===== src/rtl/load_store_unit.sv =====
// Load/store unit: one bus transaction per memory instruction.
// Builds byte enables and lane data, then aligns and extends load data.
module load_store_unit #(
   parameter int unsigned TIMEOUT_CYCLES = 255
) (
   input  logic        clk,
   input  logic        reset,
   input  logic        mem_read,
   input  logic        mem_write,
   input  logic [2:0]  funct3,
   input  logic [31:0] addr,
   input  logic [31:0] wdata,
   output logic        stall,
   output logic [31:0] rdata,
   output logic        misaligned,
   output logic        access_fault,
   output logic        bus_req,
   output logic        bus_we,
   output logic [31:0] bus_addr,
   output logic [3:0]  bus_be,
   output logic [31:0] bus_wdata,
   input  logic        bus_ready,
   input  logic [31:0] bus_rdata
);

   typedef enum logic [1:0] {
      IDLE,
      REQ,
      DONE
   } state_t;

   localparam logic [7:0] LAST = 8'(TIMEOUT_CYCLES - 1);

   state_t      state;
   logic [7:0]  cnt;
   logic [2:0]  f3_q;
   logic [1:0]  off_q;
   logic        load_q;

   logic        start;
   logic        fault;
   logic        mis;
   logic        sz_b;
   logic        sz_h;
   logic        sz_w;
   logic [3:0]  be_n;
   logic [31:0] wd_n;
   logic [31:0] lane;
   logic [31:0] ld;

   // Classify the incoming request and build its bus fields
   always_comb begin
      start = mem_read | mem_write;
      sz_b  = (funct3[1:0] == 2'b00);
      sz_h  = (funct3[1:0] == 2'b01);
      sz_w  = (funct3[1:0] == 2'b10);
      fault = (mem_read & mem_write)
            | (mem_read & ((funct3 == 3'b011) | (funct3[2:1] == 2'b11)))
            | (mem_write & (funct3[2] | (funct3 == 3'b011)));
      mis   = (sz_h & addr[0]) | (sz_w & (addr[1:0] != 2'b00));
      be_n  = 4'b0000;
      wd_n  = 32'h0;
      unique case (1'b1)
         sz_b: begin
            be_n = 4'b0001 << addr[1:0];
            wd_n = {4{wdata[7:0]}};
         end
         sz_h: begin
            be_n = addr[1] ? 4'b1100 : 4'b0011;
            wd_n = {2{wdata[15:0]}};
         end
         default: begin
            be_n = 4'b1111;
            wd_n = wdata;
         end
      endcase
   end

   // Shift the addressed lane down and extend it by access type
   always_comb begin
      lane = bus_rdata >> {off_q, 3'b000};
      unique case (f3_q)
         3'b000:  ld = {{24{lane[7]}}, lane[7:0]};
         3'b100:  ld = {24'h0, lane[7:0]};
         3'b001:  ld = {{16{lane[15]}}, lane[15:0]};
         3'b101:  ld = {16'h0, lane[15:0]};
         default: ld = lane;
      endcase
   end

   // Hold the core while a request is being accepted or is on the bus
   always_comb begin
      stall = (state == REQ) | ((state == IDLE) & start);
   end

   // Transaction sequencer with registered bus fields and result flags
   always_ff @(posedge clk or posedge reset) begin
      if (reset) begin
         state        <= IDLE;
         cnt          <= 8'h0;
         f3_q         <= 3'b000;
         off_q        <= 2'b00;
         load_q       <= 1'b0;
         bus_req      <= 1'b0;
         bus_we       <= 1'b0;
         bus_addr     <= 32'h0;
         bus_be       <= 4'h0;
         bus_wdata    <= 32'h0;
         rdata        <= 32'h0;
         misaligned   <= 1'b0;
         access_fault <= 1'b0;
      end else begin
         misaligned   <= 1'b0;
         access_fault <= 1'b0;
         unique case (state)
            IDLE: begin
               if (start) begin
                  if (fault) begin
                     access_fault <= 1'b1;
                     if (mem_read) rdata <= 32'h0;
                     state <= DONE;
                  end else if (mis) begin
                     misaligned <= 1'b1;
                     if (mem_read) rdata <= 32'h0;
                     state <= DONE;
                  end else begin
                     bus_req   <= 1'b1;
                     bus_we    <= mem_write;
                     bus_addr  <= {addr[31:2], 2'b00};
                     bus_be    <= be_n;
                     bus_wdata <= wd_n;
                     f3_q      <= funct3;
                     off_q     <= addr[1:0];
                     load_q    <= mem_read;
                     cnt       <= 8'h0;
                     state     <= REQ;
                  end
               end
            end
            REQ: begin
               if (bus_ready) begin
                  bus_req <= 1'b0;
                  bus_we  <= 1'b0;
                  if (load_q) rdata <= ld;
                  state <= DONE;
               end else if (cnt == LAST) begin
                  bus_req      <= 1'b0;
                  bus_we       <= 1'b0;
                  access_fault <= 1'b1;
                  if (load_q) rdata <= 32'h0;
                  state <= DONE;
               end else begin
                  cnt <= cnt + 8'h1;
               end
            end
            DONE: state <= IDLE;
            default: state <= IDLE;
         endcase
      end
   end

endmodule


===== config.mk =====
export PLATFORM = sky130hd
export DESIGN_NAME = load_store_unit
export DESIGN_NICKNAME = d
export VERILOG_FILES = /design/src/rtl/load_store_unit.sv
export SDC_FILE = /design/constraint.sdc
export NUM_CORES = 1
export LEC_CHECK = 0
export BUFFER_PORTS_ARGS = -buffer_cell sky130_fd_sc_hd__clkbuf_2
export CAP_MARGIN = 10
export CORE_MARGIN = 2
export CORE_UTILIZATION = 50
export CTS_CLUSTER_DIAMETER = 80
export DETAILED_ROUTE_END_ITERATION = 7
export GPL_ROUTABILITY_DRIVEN = 1
export MAX_ROUTING_LAYER = met4
export PLACE_DENSITY = 0.8
export SYNTH_ARGS = -nofsm -noshare
export SYNTH_HDL_FRONTEND = slang
export SYNTH_SLANG_ARGS = --single-unit

===== constraint.sdc =====
create_clock -name clk -period 4.6 [get_ports clk]
set_input_delay 0.69 -clock clk [delete_from_list [all_inputs] [get_ports clk]]
set_output_delay 0.69 -clock clk [all_outputs]
set_load 0.01 [all_outputs]

==> results.sh <==
export IMPL_outcome="complete, no violations"
export IMPL_grt_pass1_wl_um=24400
export IMPL_yosysWarnings=0
export IMPL_drtIter0Drc=420
export IMPL_tritoncts="done"
export IMPL_min_path_cells=3
export IMPL_synthTopCellsByArea="dfrtp_1 (52%), nand2_1 (10%), mux2i_1 (8.7%)"
export IMPL_grt_pass1_vias=4974
export IMPL_regToRegEndpoint="rdata[16]"
export IMPL_finalSetupViolations=0
export IMPL_min_delay_start="addr[20]"
export IMPL_synthMuxAreaShare_pct=13.9
export IMPL_crit_path_start_kind="flop"
export IMPL_diodes=0
export IMPL_power_density_nw_per_um2=612
export IMPL_post_cts_resized=0
export IMPL_leakage_nw=3.89
export IMPL_skew_ns=0.00824
export IMPL_ys_types=53
export IMPL_hpwlAfterDp_um=10700
export IMPL_period_share_pct=61.7
export IMPL_crit_chain="buf_4, mux2i_1, a2bb2oi_1, a2111o_1, o21ai_0, mux2_1"
export IMPL_drt_met1_wl_um=6110
export IMPL_nets=888
export IMPL_fillers=921
export IMPL_cts_buffer_depth=2
export IMPL_wirelength_um=14800
export IMPL_hold_viol=0
export IMPL_yosysMostFrequentCell="nand2_1"
export IMPL_port_buffers=206
export IMPL_critical_path_class="reg2reg"
export IMPL_dieArea_sq_um=12300
export IMPL_synth_cells=589
export IMPL_crit_required_ns=4.88
export IMPL_hold_path_class="in2reg"
export IMPL_min_period_ns=2.84
export IMPL_htree_num_levels=4
export IMPL_yosys_area_share_adder_pct=0.437
export IMPL_clock_sinks=118
export IMPL_core_area_sq_um=11300
export IMPL_synth_top_area_share_pct=51.6
export IMPL_synth_top_area_cell="dfrtp_1"
export IMPL_highest_layer="met4"
export IMPL_wl_per_cell_um=15.8
export IMPL_max_clock_freq_mhz=352
export IMPL_post_cts_buffers=0
export IMPL_critPathMaxFanout=19
export IMPL_setup_tns_ns=0
export IMPL_ys_top_cells_by_count="nand2_1 (156), dfrtp_1 (118), mux2i_1 (50)"
export IMPL_wl_met2_um=7290
export IMPL_holdBufCountCts=0
export IMPL_reg2reg_depth=6
export IMPL_holdWs_ns=0.469
export IMPL_gp_congestion=0.911
export IMPL_antenna_found_initial=0
export IMPL_end_kind="flop"
export IMPL_vdd_drop_max_uv=357
export IMPL_synthSimpleGateAreaFrac_pct=17.5
export IMPL_max_cap_viol_count=0
export IMPL_cts_root_buf="clkbuf_16"
export IMPL_ant_nets=0
export IMPL_ys_seq_elements=118
export IMPL_vias=5059
export IMPL_grt_usage_pct=25.5
export IMPL_slew_headroom_pct=32.3
export IMPL_drc=0
export IMPL_holdPathEnd="bus_addr[20]"
export IMPL_pin_count=209
export IMPL_num_rows=39
export IMPL_grt_max_degree=97
export IMPL_ys_seq_area_share_pct=51.6
export IMPL_crit_buf_inv=1
export IMPL_r2r_start="off_q[0]"
export IMPL_ff_latch_area_sq_um=2950
export IMPL_synth_edf_count=0
export IMPL_clkTransAtPathRegs_ns=0.05
export IMPL_synth_top_family_by_area="simple AND/OR/NAND/NOR gates"
export IMPL_tightest_slew_ns=1.02
export IMPL_dr_pass1_iters=4
export IMPL_clock_latency_ns=0.41
export IMPL_drive_above_1_share_pct=31.3
export IMPL_drt_vias_per_instance=5.40
export IMPL_cts_buffers=17
export IMPL_synthFlopType="dfrtp_1"
export IMPL_critPathSlowestCell="dfrtp_1"
export IMPL_multi_input_area_sq_um=2560
export IMPL_die_x_um=111
export IMPL_synth_compound_area_share_pct=12.8
export IMPL_slowest_delay_ns=0.81
export IMPL_synth_xor_area_share_pct=0
export IMPL_start_util_pct=50.6
export IMPL_crit_family="compound AO/OA/AOI/OAI gates"
export IMPL_arrival_ns=3.12
export IMPL_die_h_um=111
export IMPL_async_reset_ff_share_pct=100
export IMPL_grt_overflow=0
export IMPL_wl_met3_um=1180
export IMPL_r2r_slack_ns=1.76
export IMPL_avgSynthCellArea_sq_um=9.72
export IMPL_slew_viol_final=0
export IMPL_synth_cell_area_sq_um=5730
export IMPL_areaGrowthSynthToFinish_pct=28.4
export IMPL_rsz0062_at_grt="no"
==> worst min-delay path, cell delays in order <==
cell	delay (ns)
clkbuf_2	0.07
nand2_1	0.04
nand2_1	0.04
==> per-layer routing <==
metal | vias up | GRT usage [%]
met3 | 28 | 6.62
met5 | - | -
met4 | 0 | 8.40
met2 | 218 | 40.4
li1 | 2395 | -
met1 | 2418 | 32.4
==> power by group <==
part	switching (mW)	total (mW)	internal [mW]
Clock	0.422	1.21	0.792
Sequential	0.319	1.76	1.44
Combinational	0.892	1.53	0.639
==> worst max-delay path by stage <==
| stage | from | to | slack [ns] | cells after the start |
|---|---|---|---|---|
| 3_3_place_gp | funct3[1] | rdata[22] | 1.62 | 7 |
| 6_report | off_q[0] | rdata[16] | 1.76 | 6 |
| 5_1_grt | off_q[0] | rdata[18] | 1.62 | 6 |
| 3_5_place_dp | funct3[1] | rdata[19] | 1.56 | 7 |
| 2_1_floorplan | reset | access_fault | 0.78 | 1 |
| 4_1_cts | off_q[0] | rdata[21] | 1.84 | 6 |
==> cells in the final DEF (no fill, tap or decap), types with 2 or more instances in the layout <==
cell	Yosys	routed
inv_1	12	11
mux2_1	22	22
o2111ai_1	2	2
a211oi_1	21	21
buf_4	5	4
nor2b_1	10	10
nand3_1	2	2
mux2i_1	50	50
ha_1	2	2
or3_1	5	5
a21o_1	2	2
nor2_1	37	37
nand3b_1	2	2
mux2_2	2	2
clkbuf_8	0	4
nand2b_1	6	6
a22o_1	2	2
a21oi_1	25	25
conb_1	1	2
clkbuf_16	0	17
a2bb2oi_2	2	2
o21ai_0	41	41
dfrtp_1	118	118
a31oi_1	4	4
nand2_1	156	156
clkbuf_2	0	206
clkbuf_1	19	6
==> metrics by stage <==
stage	power (mW)	instances	util, %	setup WS (ns)	instance area, sq um
6_report	4.50	936	64.9	1.76	7350
2_1_floorplan	2.68	590	-	0.781	5730
5_1_grt	4.80	936	64.9	1.62	7350
3_3_place_gp	3.24	906	60.1	1.62	6810
4_1_cts	4.53	936	64.9	1.84	7350
3_5_place_dp	3.30	906	60.1	1.56	6810
==> layout make-up <==
class	instances	area share [%]
well taps	143	2.43
clock inverters	3	0.579
inverters	13	0.698
multi-input cells	422	34.8
flip-flops and latches	118	40.2
clock buffers	27	6.84
repair buffers	210	14.4
==> kinds of logic after synthesis <==
group | Yosys count
AND/OR/NAND/NOR | 232
flip-flops | 118
AO/OA/AOI/OAI | 111
multiplexers | 75
buffers and inverters | 50
adder cells (fa/ha/maj) | 2
other | 1
==> sequential cells by signal, indices dropped and copies added (netlist names) <==
| register | flops |
|---|---|
| rdata | 32 |
| misaligned | 1 |
| access_fault | 1 |
| load_q | 1 |
| f3_q | 3 |
| bus_wdata | 32 |
| bus_addr | 30 |
| cnt | 8 |
| bus_we | 1 |
| state | 2 |
| off_q | 2 |
| bus_be | 4 |
| bus_req | 1 |
(Power assumes the default switching activity.)
